===== src/rtl/dffrsnq_async_ctrl_seq.sv =====
// Sequencer for the active-low async clear/preset nets of a dffrsnq flop bank:
// synchronised reset release plus registered, width-guaranteed clear/preset pulses.
module dffrsnq_async_ctrl_seq #(
   parameter int PW_CYC      = 2,
   parameter int SEP_CYC     = 1,
   parameter int SYNC_STAGES = 2
) (
   input  logic CLK,
   input  logic RST,
   input  logic CLR_REQ,
   input  logic SET_REQ,
   output logic BUSY,
   output logic DONE,
   output logic ERR,
   output logic RN_OUT,
   output logic SETN_OUT
);

   localparam int MAX_CYC = (PW_CYC > SEP_CYC) ? PW_CYC : SEP_CYC;
   localparam int CW      = $clog2(MAX_CYC + 1);
   // RN_OUT itself is the last synchroniser stage, so the chain holds one fewer flop.
   localparam int SW      = SYNC_STAGES - 1;
   localparam logic [CW-1:0] PW_LAST  = CW'(PW_CYC - 1);
   localparam logic [CW-1:0] SEP_LAST = CW'((SEP_CYC > 0) ? SEP_CYC - 1 : 0);
   localparam bit NO_SEP = (SEP_CYC == 0);

   typedef enum logic [2:0] {
      S_RST_SYNC = 3'd0,
      S_IDLE     = 3'd1,
      S_CLR_HOLD = 3'd2,
      S_SET_HOLD = 3'd3,
      S_SEP      = 3'd4
   } state_t;

   state_t        state, state_nx;
   logic [CW-1:0] cnt, cnt_nx;
   logic [SW-1:0] sync;
   logic          pend, pend_nx;
   logic          rn_nx, setn_nx, busy_nx, done_nx, err_nx;

   always_ff @(posedge CLK or posedge RST) begin
      if (RST) sync <= '0;
      else     sync <= (sync << 1) | SW'(1);
   end

   always_ff @(posedge CLK or posedge RST) begin
      if (RST) begin
         state    <= S_RST_SYNC;
         cnt      <= '0;
         pend     <= 1'b0;
         RN_OUT   <= 1'b0;
         SETN_OUT <= 1'b1;
         BUSY     <= 1'b1;
         DONE     <= 1'b0;
         ERR      <= 1'b0;
      end else begin
         state    <= state_nx;
         cnt      <= cnt_nx;
         pend     <= pend_nx;
         RN_OUT   <= rn_nx;
         SETN_OUT <= setn_nx;
         BUSY     <= busy_nx;
         DONE     <= done_nx;
         ERR      <= err_nx;
      end
   end

   // Requests are level-sampled at each rising edge and accepted only while
   // BUSY is low; anything seen while BUSY is high is dropped, never queued.
   always_comb begin
      state_nx = state;
      cnt_nx   = cnt;
      pend_nx  = pend;
      case (state)
         S_RST_SYNC: begin
            if (sync[SW-1]) begin
               cnt_nx   = '0;
               pend_nx  = 1'b0;
               state_nx = NO_SEP ? S_IDLE : S_SEP;
            end
         end
         S_IDLE: begin
            if (CLR_REQ) begin
               cnt_nx   = '0;
               pend_nx  = 1'b1;
               state_nx = S_CLR_HOLD;
            end else if (SET_REQ) begin
               cnt_nx   = '0;
               pend_nx  = 1'b1;
               state_nx = S_SET_HOLD;
            end
         end
         S_CLR_HOLD, S_SET_HOLD: begin
            if (cnt == PW_LAST) begin
               cnt_nx   = '0;
               state_nx = NO_SEP ? S_IDLE : S_SEP;
               if (NO_SEP) pend_nx = 1'b0;
            end else begin
               cnt_nx = cnt + CW'(1);
            end
         end
         S_SEP: begin
            if (cnt == SEP_LAST) begin
               cnt_nx   = '0;
               pend_nx  = 1'b0;
               state_nx = S_IDLE;
            end else begin
               cnt_nx = cnt + CW'(1);
            end
         end
         default: begin
            cnt_nx   = '0;
            pend_nx  = 1'b0;
            state_nx = S_RST_SYNC;
         end
      endcase
   end

   // Output values are decoded from the next state and registered, so the
   // nets to the flop bank change only on a clock edge (or on RST).
   always_comb begin
      rn_nx   = (state_nx != S_CLR_HOLD) && (state_nx != S_RST_SYNC);
      setn_nx = (state_nx != S_SET_HOLD);
      busy_nx = (state_nx != S_IDLE);
      done_nx = pend && (state != S_IDLE) && (state_nx == S_IDLE);
      err_nx  = (state == S_IDLE) && CLR_REQ && SET_REQ;
   end

endmodule


===== config.mk =====
export PLATFORM = sky130hd
export DESIGN_NAME = dffrsnq_async_ctrl_seq
export DESIGN_NICKNAME = d
export VERILOG_FILES = /design/src/rtl/dffrsnq_async_ctrl_seq.sv
export SDC_FILE = /design/constraint.sdc
export NUM_CORES = 1
export LEC_CHECK = 0
export CAP_MARGIN = 25
export CORE_MARGIN = 10
export CORE_UTILIZATION = 40
export DETAILED_ROUTE_END_ITERATION = 16
export SLEW_MARGIN = 20
export SYNTH_ARGS = -nofsm -noshare
export SYNTH_HDL_FRONTEND = slang
export SYNTH_SLANG_ARGS = --single-unit

===== constraint.sdc =====
create_clock -name CLK -period 3.51 [get_ports CLK]
set_input_delay 0.702 -clock CLK [delete_from_list [all_inputs] [get_ports CLK]]
set_output_delay 0.702 -clock CLK [all_outputs]
set_load 0.005 [all_outputs]

==> run_results.csv <==
group,metric,value,unit
clocking,cts.sinks,12,
logic_synthesis,syn_area_per_cell,11.4,um2
clocking,clock_path_buffers,2,
global_route,grt-ovfl-total,0,
routing,drt_pass1_iterations,4,
global_route,grt_pass1_vias,414,
timing,rsz0062_at_grt,"no",
setup_path,reg2reg_setup_slack,2.14,ns
logic_synthesis,yosys.area.top_type_share,41.3,%
clocking,postCtsHoldBufs,0,
setup_path,cpMaxStageDelayCell,"dfstp_2",
logic_synthesis,syn_area,606,um2
floorplanning,die_w,58.9,um
clocking,cts_tree,"built",
worst_hold_path,min_from,"pend$_DFFE_PP0P_",
floorplanning,io_pins,9,
clocking,post-cts-setup-buffers,0,
setup_path,startpoint_type,"register",
logic_synthesis,synthDistinctLibCells,29,
setup_path,r2r_end,"DONE$_DFF_PP0_",
global_route,grt_first_pass_wirelength,1.84,mm
floorplanning,fp.dieH,58.9,um
setup_path,worst-path-buf-inv,1,
floorplanning,initial_utilization,44.3,%
logic_synthesis,synthCells,53,
placement,gp_congestion,0.738,
power,p_leak,0.302,nW
setup_path,r2r_cells,4,
clocking,path_clk_slew,0.07,ns
clocking,cts_resized,0,
logic_synthesis,synth.most_common_cell,"dfrtp_1",
setup_path,critPathMaxStageDelay,0.52,ns
worst_hold_path,whs_endpoint,"DONE$_DFF_PP0_",
floorplanning,coreArea,1370,um2
routing,avgViaCountPerCell,5.15,
setup_path,required,2.81,ns
finish,synthToLayoutAreaGrowth,17.6,%
logic_synthesis,synth_largest_area_cell,"dfrtp_1",
setup_path,crit_fanout,1,
finish,layout-drive-gt1-share,15.9,%
timing,fmax,506,MHz
setup_path,crit_chain,"clkdlybuf4s50_1",
floorplanning,rows,13,
clocking,clk_latency,0.26,ns
setup_path,path_class,"reg -> out",
timing,final.setup_skew,0.00590,ns
finish,antenna_cells,0,
setup_path,worst_setup_path_end_kind,"primary output",
logic_synthesis,yosys-top-cells-count,"dfrtp_1, inv_1, o21ai_0",
placement,dp.cells,74,
clocking,cts_buffers,3,
power,p_per_area,754,nW/um2
worst_hold_path,whs_path_depth,2,
timing,setup_violations,0,
setup_path,r2r-start,"cnt[0]$_DFFE_PP0P_",
flow_run,cap_viol_max_count,0,
clocking,htree_levels,1,
timing,period_share,56.2,%
timing,hold_viol,0,
logic_synthesis,synth_edf_count,0,
logic_synthesis,yosysWarningCount,0,
floorplanning,die_area,3470,um2
global_route,grtUsageTotal,6.84,%
global_route,grt_max_degree,13,
logic_synthesis,synth_fp_nets,60,
status,status,"completed",
setup_path,setup.worst_path.start,"SETN_OUT$_DFF_PP1_",
routing,wl,1.06,mm
logic_synthesis,ys_ff_latch,12,
routing,drt_drc_violations_left,0,
clocking,cts_root_buffer,"clkbuf_4",
logic_synthesis,synthFlopType,"dfrtp_1",
logic_synthesis,ys_seq_area_share,50.0,%
worst_hold_path,hold_path_class,"reg -> reg",
global_route,antenna_found_initial,0,
power,peakVddDrop,0.000394,V
routing,wire_per_inst,13.6,um
routing,ant_nets,0,
setup_path,critPathTopFamily,"flip-flops",
finish,final_cells,78,
timing,finalSetupTns,0,ns
timing,finalMaxSlewViolations,0,
placement,place_hpwl,836,um
routing,vias,402,
placement,io_buffers,8,
logic_synthesis,ys_top_cells_by_area,"dfrtp_1, dfstp_2, ha_1",
setup_path,arrival,1.27,ns
finish,nNetsFinal,71,
routing,first_iter_violations,7,
logic_synthesis,synthArstFlopShare,100,%
timing,period_needed,1.97,ns
==> sequential cells by signal, indices dropped and copies added, names as in the netlist <==
name      flops
state         3
cnt           2
BUSY          1
DONE          1
ERR           1
RN_OUT        1
SETN_OUT      1
pend          1
sync          1
==> metrics by stage <==
| step | power [mW] | hold slack [ns] | utilization [%] | setup WS (ns) | area (um2) |
|---|---|---|---|---|---|
| floorplan | 0.397 | 0.512 | - | 2.21 | 606 |
| global placement | 0.456 | 0.558 | 50.2 | 1.59 | 686 |
| detailed placement | 0.455 | 0.571 | 50.2 | 1.56 | 686 |
| CTS | 0.545 | 0.582 | 52.1 | 1.51 | 712 |
| global route | 0.589 | 0.624 | 52.1 | 1.48 | 712 |
| finish | 0.536 | 0.579 | 52.1 | 1.54 | 712 |
==> logic make-up after synthesis <==
| group | share of synthesized area, % |
|---|---|
| and+or+nand+nor | 14.3 |
| adders and majority gates | 6.20 |
| buffers and inverters | 6.82 |
| other | 0.619 |
| DFF | 50.0 |
| AOI/OAI and AO/OA | 17.2 |
| muxes | 4.96 |
==> report_power, final <==
| part | internal [mW] | leakage (nW) | switching, mW |
|---|---|---|---|
| combinational | 0.107 | 0.135 | 0.109 |
| clock | 0.0439 | 0.0150 | 0.0417 |
| sequential | 0.186 | 0.152 | 0.0492 |
==> worst max path at each step <==
stage                  endpoint  slack [ns]  depth (start not counted)
6_report               SETN_OUT        1.54                          1
5_1_grt                SETN_OUT        1.48                          1
4_1_cts                SETN_OUT        1.51                          1
3_5_place_dp     DONE$_DFF_PP0_        1.56                          4
3_3_place_gp   pend$_DFFE_PP0P_        1.59                          4
2_1_floorplan    DONE$_DFF_PP0_        2.21                          3
==> worst reg2reg max path, cell delays in order (launching register included) <==
cell and delay (ns):
dfrtp_1 0.40, ha_1 0.25, mux2i_1 0.20, a32oi_2 0.12, a211oi_1 0.30
==> metal layers <==
layer | vias up | routed length (um) | GRT usage (%)
met1 | 184 | 510 | 8.16
met5 | - | 0 | 0
met2 | 9 | 479 | 10.4
met4 | 0 | 0 | 1.97
met3 | 0 | 72 | 3.65
li1 | 209 | - | -
==> area by class of cell <==
type / count / area, um2
clock buffer: 4 / 26.3
fill: 126 / 654
inverter: 6 / 22.5
multi-input combinational: 33 / 262
sequential: 12 / 303
tap: 15 / 18.8
timing repair buffer: 8 / 80.1
==> layout by cell type (no fill, tap or decap), types with 2 or more instances in the layout <==
cell / n
dfrtp_1: 10
mux2i_1: 3
ha_1: 3
dfstp_2: 2
o21ai_0: 4
nor2_1: 2
inv_1: 5
nor2b_1: 2
clkbuf_4: 3
o211ai_1: 2
clkdlybuf4s50_1: 8
Power figures use the tool's default switching activity.
